`src/rtl/sync_fifo_param.sv`:
```
// rtl/sync_fifo_param.sv - parametrised single-clock FIFO with thresholds, error flags and optional FWFT read
module sync_fifo_param #(
    parameter int DATA_W   = 8,
    parameter int DEPTH    = 8,
    parameter int AF_LEVEL = 6,
    parameter int AE_LEVEL = 2,
    parameter int FWFT     = 0
) (
    input  logic                         clk,
    input  logic                         reset,
    input  logic                         write_enable,
    input  logic [DATA_W-1:0]            data_in,
    input  logic                         read_enable,
    output logic [DATA_W-1:0]            dout,
    output logic                         dout_valid,
    output logic                         full,
    output logic                         empty,
    output logic                         almost_full,
    output logic                         almost_empty,
    output logic [$clog2(DEPTH+1)-1:0]   count,
    output logic                         overflow,
    output logic                         underflow,
    input  logic                         err_clear
);

    localparam int AW = (DEPTH > 1) ? $clog2(DEPTH) : 1;
    localparam int CW = $clog2(DEPTH + 1);

    localparam logic [AW-1:0] LAST_PTR = AW'(DEPTH - 1);
    localparam logic [CW-1:0] DEPTH_C  = CW'(DEPTH);
    localparam logic [CW-1:0] AF_C     = CW'(AF_LEVEL);
    localparam logic [CW-1:0] AE_C     = CW'(AE_LEVEL);

    // Reject threshold/depth combinations whose flags would be meaningless
    if (DEPTH < 2 || AF_LEVEL < 1 || AF_LEVEL > DEPTH || AE_LEVEL < 0 || AE_LEVEL >= DEPTH) begin : g_param_check
        $error("sync_fifo_param: illegal DEPTH/AF_LEVEL/AE_LEVEL combination");
    end

    logic [DATA_W-1:0] mem_q [DEPTH];
    logic [AW-1:0]     wp_q, wp_d;
    logic [AW-1:0]     rp_q, rp_d;
    logic [CW-1:0]     count_q, count_d;
    logic              overflow_q, overflow_d;
    logic              underflow_q, underflow_d;
    logic              rd_ok, wr_ok;
    logic [DATA_W-1:0] head;

    // Status flags are a pure decode of the registered occupancy
    assign full         = (count_q == DEPTH_C);
    assign empty        = (count_q == '0);
    assign almost_full  = (count_q >= AF_C);
    assign almost_empty = (count_q <= AE_C);
    assign count        = count_q;
    assign overflow     = overflow_q;
    assign underflow    = underflow_q;
    assign head         = mem_q[rp_q];

    // Access acceptance: a read frees a slot so a write into a full FIFO can proceed
    always_comb begin
        rd_ok = read_enable && !empty;
        wr_ok = write_enable && (!full || rd_ok);
    end

    // Next pointers, occupancy and sticky error flags
    always_comb begin
        wp_d = wp_q;
        rp_d = rp_q;
        count_d = count_q;
        if (wr_ok) begin
            wp_d = (wp_q == LAST_PTR) ? '0 : wp_q + 1'b1;
        end
        if (rd_ok) begin
            rp_d = (rp_q == LAST_PTR) ? '0 : rp_q + 1'b1;
        end
        case ({wr_ok, rd_ok})
            2'b10:   count_d = count_q + 1'b1;
            2'b01:   count_d = count_q - 1'b1;
            default: count_d = count_q;
        endcase
        // A new error in the same cycle as err_clear keeps the flag set
        overflow_d  = (write_enable && !wr_ok) ? 1'b1 : (err_clear ? 1'b0 : overflow_q);
        underflow_d = (read_enable && !rd_ok)  ? 1'b1 : (err_clear ? 1'b0 : underflow_q);
    end

    // Control state registers with synchronous reset
    always_ff @(posedge clk) begin
        if (reset) begin
            wp_q        <= '0;
            rp_q        <= '0;
            count_q     <= '0;
            overflow_q  <= 1'b0;
            underflow_q <= 1'b0;
        end else begin
            wp_q        <= wp_d;
            rp_q        <= rp_d;
            count_q     <= count_d;
            overflow_q  <= overflow_d;
            underflow_q <= underflow_d;
        end
    end

    // Storage array: not reset, and a write during reset is dropped
    always_ff @(posedge clk) begin
        if (!reset && wr_ok) begin
            mem_q[wp_q] <= data_in;
        end
    end

    if (FWFT == 0) begin : g_std_read
        logic [DATA_W-1:0] dout_q, dout_d;
        logic              dout_valid_q, dout_valid_d;

        // Registered read: the popped word lands one cycle after the read, then holds
        always_comb begin
            dout_d       = rd_ok ? head : dout_q;
            dout_valid_d = rd_ok;
        end

        // Read data register
        always_ff @(posedge clk) begin
            if (reset) begin
                dout_q       <= '0;
                dout_valid_q <= 1'b0;
            end else begin
                dout_q       <= dout_d;
                dout_valid_q <= dout_valid_d;
            end
        end

        assign dout       = dout_q;
        assign dout_valid = dout_valid_q;
    end else begin : g_fwft_read
        // Head word is presented directly; masked to zero when nothing is stored so stale data never leaks
        assign dout_valid = !empty;
        assign dout       = dout_valid ? head : '0;
    end

endmodule

```
`config.mk`:
```
export PLATFORM = sky130hd
export DESIGN_NAME = sync_fifo_param
export DESIGN_NICKNAME = d
export VERILOG_FILES = /design/src/rtl/sync_fifo_param.sv
export SDC_FILE = /design/constraint.sdc
export NUM_CORES = 1
export LEC_CHECK = 0
export ABC_AREA = 1
export BUFFER_PORTS_ARGS = -buffer_cell sky130_fd_sc_hd__clkbuf_2
export CORE_MARGIN = 2
export CORE_UTILIZATION = 50
export CTS_BUF_LIST = sky130_fd_sc_hd__clkbuf_16
export DETAILED_ROUTE_END_ITERATION = 7
export GPL_TIMING_DRIVEN = 0
export HOLD_SLACK_MARGIN = 0.05
export PLACE_DENSITY = 0.77
export RECOVER_POWER = 25
export SYNTH_ARGS = -nofsm -noshare
export SYNTH_HDL_FRONTEND = slang
export SYNTH_SLANG_ARGS = --single-unit
```
`constraint.sdc`:
```
create_clock -name clk -period 4.5 [get_ports clk]
set_input_delay 0.9 -clock clk [delete_from_list [all_inputs] [get_ports clk]]
set_output_delay 0.9 -clock clk [all_outputs]
set_load 0.01 [all_outputs]
```
==> flow_summary.json <==
{
  "synth_compound_area_share_pct": 5.24,
  "post_cts_buffers": 0,
  "max-slew-margin-rel_pct": 45.0,
  "antenna_found_initial": 0,
  "internal_power_w": 0.00156,
  "routed_wl_microns": 7190,
  "grt-ovfl-total": 0,
  "synth-xor-area-share_pct": 0.243,
  "syn_nets": 379,
  "synth_top_area_share_pct": 53.3,
  "cts_made_buffers": 9,
  "peakVddDrop_mv": 0.291,
  "muxShareOfSynthArea_pct": 0,
  "initial_core_util_pct": 52.5,
  "rr_endpoint": "mem_q[3][0]$_DFFE_PP_",
  "synthToLayoutAreaGrowth_pct": 15.9,
  "critPathKind": "reg2out",
  "crit_path_start": "count[1]$_SDFFE_PP0P_",
  "final_cell_mix": "nand2_1, edfxtp_1, nand3_1, nor2_1, inv_1",
  "drt_iter0_drc": 209,
  "wl_per_cell_microns": 14.3,
  "period_minus_slack_ns": 2.16,
  "p_sw_w": 0.000771,
  "core-area_sq_mm": 0.00687,
  "dp_hpwl_microns": 4910,
  "synth-seq-cells": 85,
  "n_antenna_cell": 0,
  "r2r_cells": 6,
  "ios": 32,
  "yosysWarnings": 0,
  "clockBufferDepth": 2,
  "place_congestion": 0.800,
  "setup_violations": 0,
  "h-tree-depth": 3,
  "grt_pass1_wl_microns": 11400,
  "hold_class": "reg2reg",
  "combPwrFrac_pct": 26.8,
  "final_common_cell": "nand2_1",
  "fill_cells": 556,
  "cp_max_fo": 6,
  "fin_nets": 421,
  "fin_skew_ns": 0.00378,
  "r2r_slack_ns": 2.45,
  "dieArea_sq_mm": 0.00791,
  "worst_pin_slew_ns": 0.822,
  "rsz0062_at_grt": "false",
  "drv_slew": 0,
  "required_ns": 3.60,
  "cp_data_arrival_time_ns": 1.26,
  "crit_path_end": "full",
  "syn_area_sq_mm": 0.00361,
  "viasPerCell": 5.09,
  "grt_pass1_vias": 2333,
  "ctsHoldBuffers": 0,
  "cp-start-kind": "flip-flop",
  "p_leak_nw": 1.75,
  "ant_nets": 0,
  "status": "finished, final reports clean",
  "grt_max_degree": 17,
  "fmax_mhz": 462,
  "synth_simple_gate_area_share_pct": 21.1,
  "post_cts_resized": 0,
  "synth_top_family_by_area": "simple AND/OR/NAND/NOR gates",
  "hold_viol": 0,
  "synth_area_per_cell_sq_um": 10.0,
  "clock_latency_ns": 0.34,
  "cts.sinks": 85,
  "synthAdderAreaFrac_pct": 2.64,
  "p_seq_share_pct": 40.7,
  "die_x_microns": 88.9,
  "p_clk_share_pct": 32.5,
  "die_y_microns": 88.9,
  "synthArstFlopShare_pct": 0,
  "setup_tns_ns": 0,
  "drc": 0,
  "syn-instance-count": 359,
  "timing.rr.start": "count[1]$_SDFFE_PP0P_",
  "cts_tree": "yes",
  "ys_types": 23,
  "powerDensity_mw_per_mm2": 559,
  "end_kind": "output pin",
  "num_rows": 30,
  "power_w": 0.00233,
  "vias": 2554,
  "drive_above_1_share_pct": 15.3,
  "swShare_pct": 33.0,
  "port_buffers": 31,
  "fin_crit_sh_pct": 48.1,
  "dr.pass1.iters": 5,
  "grt_use_total_pct": 19.9,
  "clk_pin_slew_ns": 0.06,
  "max-cap-violations": 0,
  "synth-main-ff-cell": "edfxtp_1",
  "cts_root_buf": "clkbuf_16",
  "synth_edf_count": 64,
  "synth_top_area_cell": "edfxtp_1",
  "yosys-top-cells-area": "edfxtp_1, dfxtp_1, nand2_1, nand3_1, nor2_1",
  "seq_area_frac_synth_pct": 65.0
}
[power groups by stage]
stage / clock (W) / sequential [W] / combinational (W)
2_1_floorplan: 0 / 0.000980 / 0.000418
4_1_cts: 0.000765 / 0.000950 / 0.000628
6_report: 0.000758 / 0.000950 / 0.000627
3_5_place_dp: 0 / 0.000967 / 0.000619
5_1_grt: 0.000799 / 0.000959 / 0.000707
3_3_place_gp: 0 / 0.000966 / 0.000599
[through the flow]
stage / hold slack [ns] / cell area (sq um) / util (%) / worst slack (ns) / instances
2_1_floorplan: 0.474 / 3610 / - / 2.41 / 359
3_3_place_gp: 0.451 / 3880 / 56.5 / 2.09 / 486
3_5_place_dp: 0.454 / 3880 / 56.5 / 2.05 / 486
4_1_cts: 0.464 / 4190 / 61.0 / 2.32 / 502
5_1_grt: 0.489 / 4180 / 60.9 / 2.22 / 502
6_report: 0.462 / 4180 / 60.9 / 2.34 / 502
[cell type report]
cell class                      instances  area [sq um]  area share, %
Tap cell                               96           120           2.87
Buffer                                 13          73.8           1.77
Multi-Input combinational cell        226          1050           25.2
Clock inverter                          7          81.3           1.95
Inverter                               35           136           3.26
Clock buffer                            9           225           5.39
Timing Repair Buffer                   31           148           3.53
Sequential cell                        85          2340           56.0
[synth_stat cells (3+ instances only)]
library cell	n
nor2_1	37
edfxtp_1	64
clkinv_1	3
buf_4	4
inv_1	30
a21oi_1	18
nand2_4	3
nand2_1	100
o21ai_0	17
dfxtp_1	21
buf_2	8
nand3_1	38
ha_1	6
[critical path: stages, from the launching register on]
cell and delay [ns]:
dfxtp_1 0.35, nor2_1 0.16, nand3_1 0.17, inv_1 0.11, clkbuf_2 0.13
[state kept, by name, indices dropped and copies added, names as in the netlist]
signal      cells
dout            8
overflow        1
wp_q            3
mem_q          64
dout_valid      1
underflow       1
count           4
rp_q            3
[how the worst min path moves through the flow]
stage	startpoint	to	slack [ns]	cells past startpoint
final	dout[6]$_SDFFE_PP0P_	dout[6]$_SDFFE_PP0P_	0.46	2
after detailed placement	dout[0]$_SDFFE_PP0P_	dout[0]$_SDFFE_PP0P_	0.45	2
after CTS	dout[0]$_SDFFE_PP0P_	dout[0]$_SDFFE_PP0P_	0.46	2
after floorplan	wp_q[0]$_SDFFE_PP0P_	wp_q[0]$_SDFFE_PP0P_	0.47	2
after global placement	underflow$_SDFFE_PP0P_	underflow$_SDFFE_PP0P_	0.45	2
after global routing	dout[6]$_SDFFE_PP0P_	dout[6]$_SDFFE_PP0P_	0.49	2
[routing by layer]
| metal | wire length, microns | part of all wire, % | GRT usage [%] | vias to the layer above |
|---|---|---|---|---|
| met3 | 454 | 6.3 | 4.16 | 13 |
| met4 | 118 | 1.6 | 8.95 | 0 |
| met5 | 0 | 0 | 0 | - |
| li1 | - | - | - | 1278 |
| met2 | 3320 | 46 | 30.5 | 93 |
| met1 | 3300 | 46 | 27.7 | 1170 |
[logic make-up after synthesis]
kind of cell	after synthesis
and+or+nand+nor	181
DFF	85
buffers and inverters	48
AOI/OAI and AO/OA	37
adders and majority gates	7
xor gates and xnor gates	1
(Power assumes the default switching activity.)
